File: src/rtl/tpu_pkg.sv
// Shared widths, FSM encoding and latched-config struct for the loss-stage sequencer.
// Purely declarative; nothing here carries state, so it has no latency or backpressure of its own.
package tpu_pkg;

    localparam int DATA_W = 16;
    localparam int ADDR_W = 8;

    // Q8.8 unity, kept here so scale arithmetic around the loss stage shares one definition
    localparam logic [DATA_W-1:0] ONE = 16'h0100;

    typedef enum logic [1:0] {
        IDLE,
        ISSUE,
        DRAIN,
        DONE
    } state_t;

    typedef struct packed {
        logic [ADDR_W-1:0] rows;
        logic [ADDR_W-1:0] grad_base;
        logic [DATA_W-1:0] scale;
    } cfg_t;

endpackage

File: src/rtl/grad_deskew_fifo.sv
// Four-entry FIFO that holds column-1 gradients until the matching column-2 gradient arrives.
// Zero-latency pop (head always visible); a push into a full FIFO is accepted only alongside a pop.
module grad_deskew_fifo #(
    parameter int W = 16
) (
    input  logic         clk,
    input  logic         rst,
    input  logic         clr,
    input  logic         push,
    input  logic [W-1:0] push_data,
    input  logic         pop,
    output logic [W-1:0] pop_data,
    output logic         full,
    output logic         empty
);

    logic [W-1:0] mem [0:3];
    logic [1:0]   wr_ptr;
    logic [1:0]   rd_ptr;
    logic [2:0]   count;
    logic         do_push;
    logic         do_pop;

    assign full     = (count == 3'd4);
    assign empty    = (count == 3'd0);
    assign do_pop   = pop && !empty;
    assign do_push  = push && (!full || do_pop);
    assign pop_data = mem[rd_ptr];

    always_ff @(posedge clk or posedge rst) begin
        if (rst) begin
            wr_ptr <= '0;
            rd_ptr <= '0;
            count  <= '0;
        end else if (clr) begin
            wr_ptr <= '0;
            rd_ptr <= '0;
            count  <= '0;
        end else begin
            if (do_push) wr_ptr <= wr_ptr + 2'd1;
            if (do_pop)  rd_ptr <= rd_ptr + 2'd1;
            count <= count + {2'b00, do_push} - {2'b00, do_pop};
        end
    end

    always_ff @(posedge clk) begin
        if (do_push) mem[wr_ptr] <= push_data;
    end

endmodule

File: src/rtl/loss_sequencer.sv
// Batch controller for the two-column loss stage: row reads with column-2 skew, gradient deskew and write-back.
// Column 1 valid RD_LAT+1 cycles after rd_en, column 2 one cycle later; no backpressure, deskew errors are sticky.
module loss_sequencer
    import tpu_pkg::*;
#(
    parameter int RD_LAT = 1
) (
    input  logic                clk,
    input  logic                rst,
    input  logic                start_in,
    input  logic [ADDR_W-1:0]   num_rows_in,
    input  logic [ADDR_W-1:0]   h_base_in,
    input  logic [ADDR_W-1:0]   y_base_in,
    input  logic [ADDR_W-1:0]   grad_base_in,
    input  logic [DATA_W-1:0]   inv_bs2_in,
    output logic                rd_en_out,
    output logic [ADDR_W-1:0]   rd_h_addr_out,
    output logic [ADDR_W-1:0]   rd_y_addr_out,
    input  logic [2*DATA_W-1:0] rd_h_data_in,
    input  logic [2*DATA_W-1:0] rd_y_data_in,
    output logic [DATA_W-1:0]   H_1_out,
    output logic [DATA_W-1:0]   Y_1_out,
    output logic [DATA_W-1:0]   H_2_out,
    output logic [DATA_W-1:0]   Y_2_out,
    output logic                valid_1_out,
    output logic                valid_2_out,
    output logic [DATA_W-1:0]   inv_bs2_out,
    input  logic [DATA_W-1:0]   grad_1_in,
    input  logic [DATA_W-1:0]   grad_2_in,
    input  logic                grad_valid_1_in,
    input  logic                grad_valid_2_in,
    output logic                wr_en_out,
    output logic [ADDR_W-1:0]   wr_addr_out,
    output logic [2*DATA_W-1:0] wr_data_out,
    output logic                busy_out,
    output logic                done_out,
    output logic                err_out
);

    state_t            state;
    cfg_t              cfg;
    logic [ADDR_W-1:0] issued;
    logic [ADDR_W-1:0] written;

    logic [RD_LAT-1:0] rd_pipe;
    logic              data_vld;
    logic [DATA_W-1:0] h2_skew;
    logic [DATA_W-1:0] y2_skew;
    logic              skew_vld;

    logic              active;
    logic              fifo_push;
    logic              fifo_pop;
    logic              fifo_full;
    logic              fifo_empty;
    logic [DATA_W-1:0] fifo_head;
    logic              start_ok;

    assign inv_bs2_out = cfg.scale;
    assign data_vld    = rd_pipe[RD_LAT-1];
    assign start_ok    = (state == IDLE) && start_in;

    // Gradients are only meaningful while a batch is in flight; stragglers after an abort are dropped
    assign active    = (state == ISSUE) || (state == DRAIN);
    assign fifo_pop  = active && grad_valid_2_in && !fifo_empty;
    assign fifo_push = active && grad_valid_1_in && (!fifo_full || fifo_pop);

    grad_deskew_fifo #(.W(DATA_W)) u_fifo (
        .clk       (clk),
        .rst       (rst),
        .clr       (start_ok),
        .push      (fifo_push),
        .push_data (grad_1_in),
        .pop       (fifo_pop),
        .pop_data  (fifo_head),
        .full      (fifo_full),
        .empty     (fifo_empty)
    );

    always_ff @(posedge clk or posedge rst) begin
        if (rst) begin
            state         <= IDLE;
            cfg           <= '0;
            issued        <= '0;
            written       <= '0;
            rd_en_out     <= 1'b0;
            rd_h_addr_out <= '0;
            rd_y_addr_out <= '0;
            wr_en_out     <= 1'b0;
            wr_addr_out   <= '0;
            wr_data_out   <= '0;
            busy_out      <= 1'b0;
            done_out      <= 1'b0;
            err_out       <= 1'b0;
        end else begin
            done_out <= 1'b0;
            case (state)
                IDLE: begin
                    if (start_in) begin
                        cfg.rows      <= num_rows_in;
                        cfg.grad_base <= grad_base_in;
                        cfg.scale     <= inv_bs2_in;
                        err_out       <= 1'b0;
                        written       <= '0;
                        if (num_rows_in == '0) begin
                            state    <= DONE;
                            done_out <= 1'b1;
                        end else begin
                            state         <= ISSUE;
                            busy_out      <= 1'b1;
                            rd_en_out     <= 1'b1;
                            rd_h_addr_out <= h_base_in;
                            rd_y_addr_out <= y_base_in;
                            issued        <= 8'd1;
                        end
                    end
                end
                ISSUE: begin
                    if (issued == cfg.rows) begin
                        rd_en_out <= 1'b0;
                        state     <= DRAIN;
                    end else begin
                        rd_h_addr_out <= rd_h_addr_out + 1'b1;
                        rd_y_addr_out <= rd_y_addr_out + 1'b1;
                        issued        <= issued + 1'b1;
                    end
                end
                DRAIN: begin
                    if (written == cfg.rows) begin
                        state    <= DONE;
                        busy_out <= 1'b0;
                        done_out <= 1'b1;
                    end
                end
                DONE: begin
                    state <= IDLE;
                end
                default: state <= IDLE;
            endcase

            wr_en_out <= fifo_pop;
            if (fifo_pop) begin
                wr_addr_out <= cfg.grad_base + written;
                wr_data_out <= {grad_2_in, fifo_head};
                written     <= written + 1'b1;
            end
            if (active && ((grad_valid_2_in && fifo_empty) ||
                           (grad_valid_1_in && fifo_full && !fifo_pop)))
                err_out <= 1'b1;
        end
    end

    // Read-data alignment: column 1 registered once, column 2 passes through an extra skew stage
    always_ff @(posedge clk or posedge rst) begin
        if (rst) begin
            rd_pipe     <= '0;
            h2_skew     <= '0;
            y2_skew     <= '0;
            skew_vld    <= 1'b0;
            H_1_out     <= '0;
            Y_1_out     <= '0;
            H_2_out     <= '0;
            Y_2_out     <= '0;
            valid_1_out <= 1'b0;
            valid_2_out <= 1'b0;
        end else begin
            rd_pipe[0] <= rd_en_out;
            for (int i = 1; i < RD_LAT; i++)
                rd_pipe[i] <= rd_pipe[i-1];
            valid_1_out <= data_vld;
            skew_vld    <= data_vld;
            valid_2_out <= skew_vld;
            if (data_vld) begin
                H_1_out <= rd_h_data_in[DATA_W-1:0];
                Y_1_out <= rd_y_data_in[DATA_W-1:0];
                h2_skew <= rd_h_data_in[2*DATA_W-1:DATA_W];
                y2_skew <= rd_y_data_in[2*DATA_W-1:DATA_W];
            end
            if (skew_vld) begin
                H_2_out <= h2_skew;
                Y_2_out <= y2_skew;
            end
        end
    end

endmodule

File: config.mk
export PLATFORM = sky130hd
export DESIGN_NAME = loss_sequencer
export DESIGN_NICKNAME = d
export VERILOG_FILES = /design/src/rtl/tpu_pkg.sv /design/src/rtl/grad_deskew_fifo.sv /design/src/rtl/loss_sequencer.sv
export SDC_FILE = /design/constraint.sdc
export NUM_CORES = 1
export LEC_CHECK = 0
export CORE_MARGIN = 10
export CORE_UTILIZATION = 55
export CTS_BUF_LIST = sky130_fd_sc_hd__clkbuf_4 sky130_fd_sc_hd__clkbuf_8
export CTS_CLUSTER_DIAMETER = 200
export DETAILED_ROUTE_END_ITERATION = 16
export GPL_ROUTABILITY_DRIVEN = 0
export PLACE_DENSITY = 0.9
export SYNTH_ARGS = -nofsm -noshare
export SYNTH_HDL_FRONTEND = slang
export SYNTH_SLANG_ARGS = --single-unit
File: constraint.sdc
create_clock -name clk -period 18.7 [get_ports clk]
set_input_delay 1.87 -clock clk [delete_from_list [all_inputs] [get_ports clk]]
set_output_delay 1.87 -clock clk [all_outputs]
set_load 0.05 [all_outputs]
# [After elaboration in Yosys (flattened, before gate mapping)]
# Memories as Yosys holds them, arrays and structs flattened. A register that Yosys moved wholly into a read port is not among the register bits.
# Cells that the tools add are included.
[classes] reduce_logical=36 add_sub_neg=9 n_mux=40 n_eq_ne=11
[ops] operator="2-to-1 mux 8 bit" n=12
[ops] operator="case mux 8 bit (2 select lines)" n=3
[ops] operator="adder 8 x 1 -> 8 bit (second input constant)" n=4
[ops] operator="equality test 8 bit" n=2
[ops] operator="2-to-1 mux 2 bit" n=8
[ops] operator="nonzero test 2 bit" n=8
[ops] operator="2-to-1 mux 1 bit" n=12
[ops] operator="AND reduction 4 bit" n=3
[ops] operator="logical AND 1 bit" n=11
[ops] operator="adder 8 bit" n=1
[ops] operator="logical NOT 8 bit" n=1
[ops] operator="case mux 2 bit (4 select lines)" n=1
[ops] operator="!= test 2 bit (second input constant)" n=3
[ops] operator="case mux 1 bit (2 select lines)" n=3
[ops] operator="AND reduction 2 bit" n=3
[ops] operator="adder 2 x 1 -> 2 bit (second input constant)" n=2
[ops] operator="equality test 2 bit (second input constant)" n=2
[ops] operator="logical OR 1 bit" n=4
[ops] operator="!= test 2 x 1 -> 1 bit (second input constant)" n=2
[ops] operator="adder 3 x 1 -> 3 bit" n=1
[ops] operator="equality test 3 bit (second input constant)" n=1
[ops] operator="logical NOT 1 bit" n=3
[ops] operator="logical NOT 3 bit" n=1
[ops] operator="2-to-1 mux 3 bit" n=1
[ops] operator="other kinds (4)" n=4
[totals] reg_bits=217 input_bits=149 ram_bits=64 mem_count=1 word_cells=124 output_inout_bits=143
[memory_table] memory="u_fifo.mem" words=4 word_bits=16 read_ports=1 rd_ports_with_merged_regs=1 write_ports=1 line="grad_deskew_fifo.sv:17" source="logic [W-1:0] mem [0:3];"

# [Longest topological paths before layout]
[depth] depth_word=10 mapped_depth=14 ltp_nobuf=12

# [By module]
# Synthesis repeated with hierarchy kept, for this count alone.
[hier_totals] cells_unflattened=898 area_unflattened_um2=11922.7
[by_module_without_submodules] module="loss_sequencer" cells_per_inst=769 instances=1 area_per_inst_um2=9135.0
[by_module_without_submodules] module="grad_deskew_fifo" cells_per_inst=129 instances=1 area_per_inst_um2=2787.7

# [Worst setup path before layout]
# OpenSTA, ideal clock, no wires.
[synth_timing] path_kind="input port to flip-flop" start="input grad_valid_2_in" end="register u_fifo.count[2]" cell_stages=12 arrival_ps=3785 setup_time_ps=132 path_buffers=2 setup_slack_ps=14783 cell_sequence="o311ai_2 -> inv_1 -> buf_2 -> buf_1 -> ha_1 -> inv_1 -> ha_1 -> inv_1 -> fa_1 -> xor2_1 -> xnor2_1 -> nor2_1"
[synth_between] elab_chain_cells=8 word_cells_on_any_way=10
[synth_rtl] element="start: declaration" line="loss_sequencer.sv:31" source="input logic grad_valid_2_in,"
[synth_rtl] element="logical AND 1 bit (*) (2 in a row)" line="loss_sequencer.sv:65" source="assign fifo_pop = active && grad_valid_2_in && !fifo_empty;"
[synth_rtl] element="named net fifo_pop" line="loss_sequencer.sv:53" source="logic fifo_pop;"
[synth_rtl] element="logical OR 1 bit / logical AND 1 bit (equally long branches)" line="loss_sequencer.sv:66, grad_deskew_fifo.sv:26"
[synth_rtl] element="logical AND 1 bit / logical OR 1 bit (equally long branches)" line="loss_sequencer.sv:66, grad_deskew_fifo.sv:27"
[synth_rtl] element="logical AND 1 bit" line="grad_deskew_fifo.sv:27" source="assign do_push = push && (!full || do_pop);"
[synth_rtl] element="adder 3 x 1 -> 3 bit" line="grad_deskew_fifo.sv:42" source="count <= count + {2'b00, do_push} - {2'b00, do_pop};"
[synth_rtl] element="subtractor 3 x 1 -> 3 bit (*)" line="grad_deskew_fifo.sv:42"
[synth_rtl] element="2-to-1 mux 3 bit (*)" line="grad_deskew_fifo.sv:35" source="end else if (clr) begin"
[synth_rtl] element="end signal: assignment" line="grad_deskew_fifo.sv:42"
[synth_rtl] element="end: declaration" line="grad_deskew_fifo.sv:20" source="logic [2:0] count;"
# Mark *: on every way through the listed nets, which the timed path passes. The rest lies on a longest branch.
# A chain may end at the register's enable or synchronous reset.

# [Worst setup path in the final report]
[layout_timing] start="input grad_valid_2_in" end="register u_fifo.count[2]"
[layout_between] elab_chain_cells=8 word_cells_on_any_way=10
[layout_rtl] element="logical AND 1 bit (*) (2 in a row)" line="loss_sequencer.sv:65"
[layout_rtl] element="logical OR 1 bit / logical AND 1 bit (equally long branches)" line="loss_sequencer.sv:66, grad_deskew_fifo.sv:26"
[layout_rtl] element="logical AND 1 bit / logical OR 1 bit (equally long branches)" line="loss_sequencer.sv:66, grad_deskew_fifo.sv:27"
[layout_rtl] element="logical AND 1 bit" line="grad_deskew_fifo.sv:27"
[layout_rtl] element="adder 3 x 1 -> 3 bit" line="grad_deskew_fifo.sv:42"
[layout_rtl] element="subtractor 3 x 1 -> 3 bit (*)" line="grad_deskew_fifo.sv:42"
[layout_rtl] element="2-to-1 mux 3 bit (*)" line="grad_deskew_fifo.sv:35"
# Every way passes the cells marked *; elsewhere a longest branch is shown, timed or not.

==> out/results.env <==
OUTCOME='finished clean'
GRT_START_MAX_NET_PINS=139
FINISH.UTILIZATION=0.750
IO_BUFFERS=291
PLACED_CELLS=1473
SYNTH_SEQ_CELLS=281
FIN_SETUP_TNS_PS=0
REG2REG_SETUP_SLACK_PS=15110
FLOORPLAN.ROWS=53
SYNTH_AREA_PER_CELL_UM2=12.4
SYNTH-ASYNC-RESET-RATIO=0.772
FINALWIRELENGTH_MM=31.3
SYNTH_AREA_LEADERS='sky130_fd_sc_hd__dfrtp_1, sky130_fd_sc_hd__edfxtp_1, sky130_fd_sc_hd__mux2_2, sky130_fd_sc_hd__nand2_1, sky130_fd_sc_hd__mux4_2'
RSZ0062_AT_GRT='no'
TIMING.FINAL.SETUP_VIOLATIONS=0
POST-ROUTE-PERIOD-UTIL=0.244
SYN2LAYOUT_AREA_GROWTH_PCT=33.0
FINAL_CRITICAL_PATH_SETUP_SLACK_PS=14130
CRITICAL_PATH.MAX_FANOUT=52
VDD_IR_DROP_MAX_V=0.000163
WORST_SETUP_PATH_STARTPOINT='grad_valid_2_in'
GRT_UTIL_ALL_LAYERS=0.219
POST_SYNTH_NUM_CELL_TYPES=63
YOSYS_WARNINGS=0
PWR_DENSITY_CELL_mW_PER_MM2=176
SYNTH.CELLS.MOST_FREQUENT='sky130_fd_sc_hd__nand2_1, sky130_fd_sc_hd__dfrtp_1, sky130_fd_sc_hd__mux2_2'
MIN-DELAY-PATH-CLASS='flip-flop to flip-flop'
CRITPATHMAXSTAGEDELAY_PS=510
ACHIEVABLE_FREQ_MHz=219
PLACEABLECOREAREA_MM2=0.0212
SYNTH_MOST_COMMON_CELL='sky130_fd_sc_hd__nand2_1'
NUMBER_OF_BUFFERS_INSERTED_TO_REPAIR_SETUP_AFTER_CTS=0
WORSTSETUPENDPOINT='u_fifo.count[2]$_DFF_PP0_'
DP_HPWL_MM=22.0
DETAIL_ROUTE.DRC_VIOLATIONS=0
CRITPATHSLOWESTCELL='sky130_fd_sc_hd__inv_2'
SETUP.WORST_PATH.END_CLASS='flip-flop'
NETSWITCHINGFRACTION=0.433
MAXCAPVIOLATIONS=0
CLK-INSERTION-DELAY-LATE_PS=560
SYNTHFLOPTYPE='sky130_fd_sc_hd__dfrtp_1'
CTS_TREE='yes'
TRITONCTS_BUFFER_COUNT=45
PATH_CELLS='clkdlybuf4s50_1 -> o311ai_4 -> buf_4 -> inv_2 -> ha_1 -> inv_1 -> ha_1 -> inv_1 -> fa_1 -> xor2_1 -> xnor2_1 -> nor2_1'
NETLIST_INSTANCES=963
FLOORPLAN.INITIALDENSITY=0.564
DPL_CELL_AREA_MM2=0.0149
POSTCTSRESIZEDCELLS=0
VIAS_PER_CELL=5.52
CLOCK_TREE.ROOT_CELL='sky130_fd_sc_hd__clkbuf_8'
VIAS_IN_THE_FIRST_GLOBAL_ROUTE=9086
PWR-SHARE-COMB=0.461
SYNTH_AREA_MM2=0.0119
DRT-WIRELENGTH-PER-CELL_UM=20.1
CRIT_PATH_START_KIND='input pin'
DIE_HEIGHT_UM=167
SEQ_POWER_SHARE=0.345
OVERFLOW=0
SYNTH_TOP_AREA_SHARE=0.455
TOTAL_POWER_mW=2.79
ANT_NETS=0
SHARE_CLK_OF_TOTAL_POWER=0.194
SYNTH_FP_NETS=1134
P_LEAK_nW=6.67
SEQ_AREA_FRAC_SYNTH=0.617
GRT_ANTENNA_BEFORE_REPAIR=0
FINALHOLDVIOLATIONS=0
CRITICAL_PATH.REG2REG.STARTPOINT='state[0]$_DFFE_PP0P_'
CLK_PATH_BUF_DEPTH=3
INTPOWER_mW=1.58
FIN_SKEW_PS=29.0
CTS-HOLD-FIX-BUFFERS=0
DIEWIDTH_UM=167
PATH_CLK_SLEW_PS=60
R2R_CELLS=13
WORST_SLEW_MARGIN_REL=0.268
FIN_CRIT_PS=4570
R2R-END='u_fifo.count[2]$_DFF_PP0_'
H-TREE-DEPTH=2
FINALMAXSLEWVIOLATIONS=0
INITIALDRTVIOLATIONCOUNT=590
FINALHOLDWORSTSLACK_PS=396
DRIVE_GT1_FRAC=0.165
SYNTH_TOP_CELL_BY_AREA='sky130_fd_sc_hd__dfrtp_1'
IO-PIN-COUNT=292
WIRE_LENGTH_OF_THE_FIRST_GLOBAL_ROUTING_PASS_MM=50.3
POWER.SWITCHING_mW=1.21
FIN_CELLS=1555
LAYOUT.FILLER_CELLS=1311
TIMING.SETUP.CRITICAL_PATH_CLASS='input pin to flip-flop'
ROUTED-VIA-COUNT=8580
TIMING_WORST_SLEW_PIN_VALUE_PS=1100
DESIGN.DIE.AREA_MM2=0.0280
SYNTH-EDFF-COUNT=64
DRT_FIRST_PASS_ITERS=5
FINAL_CELL_AREA_MM2=0.0159
TIMING.HOLD.WORST_PATH_DEPTH=0
CLKSINKCOUNT=281
N_ANTENNA_CELL=0
CP.ARRIVAL_PS=4970
PRE_CTS_WS_PS=13610
CP.REQUIRED_PS=19110
NETS=1416
-- flip-flops by register name (all words and copies together), names as in the netlist, 16 cells and up --
register / flops
H_1_out: 16
H_2_out: 16
Y_1_out: 16
Y_2_out: 16
cfg: 16
h2_skew: 16
inv_bs2_out: 16
u_fifo.mem: 64
wr_data_out: 32
y2_skew: 16
-- critical path, delay by kind of cell --
kind	cells	cell delay, ps
adders and majority gates	3	970
xor gates and xnor gates	2	310
buffers and inverters	5	1600
AOI/OAI and AO/OA	1	100
and+or+nand+nor	1	60
-- layer usage --
metal	up-vias	wire [um]	track usage
li1	3939	-	-
met1	4204	12300	0.269
met2	384	15600	0.370
met3	53	2630	0.0613
met4	0	728	0.0651
met5	-	0	0.00181
-- how the worst min path moves through the flow --
stage          slack, ps                 end             startpoint
2_1_floorplan        350  skew_vld$_DFF_PP0_     data_vld$_DFF_PP0_
3_3_place_gp         380  data_vld$_DFF_PP0_  rd_en_out$_DFFE_PP0P_
3_5_place_dp         390  data_vld$_DFF_PP0_  rd_en_out$_DFFE_PP0P_
4_1_cts              400  data_vld$_DFF_PP0_  rd_en_out$_DFFE_PP0P_
5_1_grt              410  data_vld$_DFF_PP0_  rd_en_out$_DFFE_PP0P_
6_report             400  data_vld$_DFF_PP0_  rd_en_out$_DFFE_PP0P_
-- cell usage in the layout, fill, tap and decap left out, types with 7 or more instances in the layout --
cell                              Yosys  layout
sky130_fd_sc_hd__clkdlybuf4s50_1      0     291
sky130_fd_sc_hd__nand2_1            228     228
sky130_fd_sc_hd__dfrtp_1            217     216
sky130_fd_sc_hd__mux2_2              96      96
sky130_fd_sc_hd__edfxtp_1            64      64
sky130_fd_sc_hd__clkbuf_8             0      52
sky130_fd_sc_hd__nor2_1              33      33
sky130_fd_sc_hd__o21ai_0             32      32
sky130_fd_sc_hd__ha_1                20      20
sky130_fd_sc_hd__xnor2_1             19      19
sky130_fd_sc_hd__inv_1               19      17
sky130_fd_sc_hd__nand3_1             17      17
sky130_fd_sc_hd__mux4_2              16      16
sky130_fd_sc_hd__clkbuf_4             0      16
sky130_fd_sc_hd__nand4_1             11      11
sky130_fd_sc_hd__a211oi_1            11      11
sky130_fd_sc_hd__a31oi_1             11      11
sky130_fd_sc_hd__a21oi_1              9       9
sky130_fd_sc_hd__and2_1               7       7
sky130_fd_sc_hd__o22a_1               7       7
sky130_fd_sc_hd__buf_4               17       7
-- power by group through the flow --
stage | Combinational, mW | Clock, mW | Sequential, mW
after floorplan | 0.583 | 0 | 1.27
after global placement | 1.26 | 0 | 0.955
after detailed placement | 1.29 | 0 | 0.969
after CTS | 1.30 | 0.554 | 0.962
after global routing | 1.38 | 0.580 | 0.989
final | 1.29 | 0.541 | 0.963
-- area by class of cell --
class	instances	area [um2]	share of cell area
timing repair buffer	298	2970	0.187
sequential	281	7350	0.464
inverter	20	82.6	0.00521
tap	275	344	0.0217
multi-input combinational	599	4170	0.263
clock inverter	14	114	0.00718
clock buffer	68	836	0.0527
-- kinds of logic after synthesis --
group | after synthesis | synth area share
compound gates | 108 | 0.0644
simple gates | 328 | 0.117
mux | 117 | 0.125
xor+xnor | 24 | 0.0176
flops | 281 | 0.617
fa+ha+maj | 22 | 0.0243
buf+inv | 83 | 0.0349
Power figures use the tool's default switching activity.
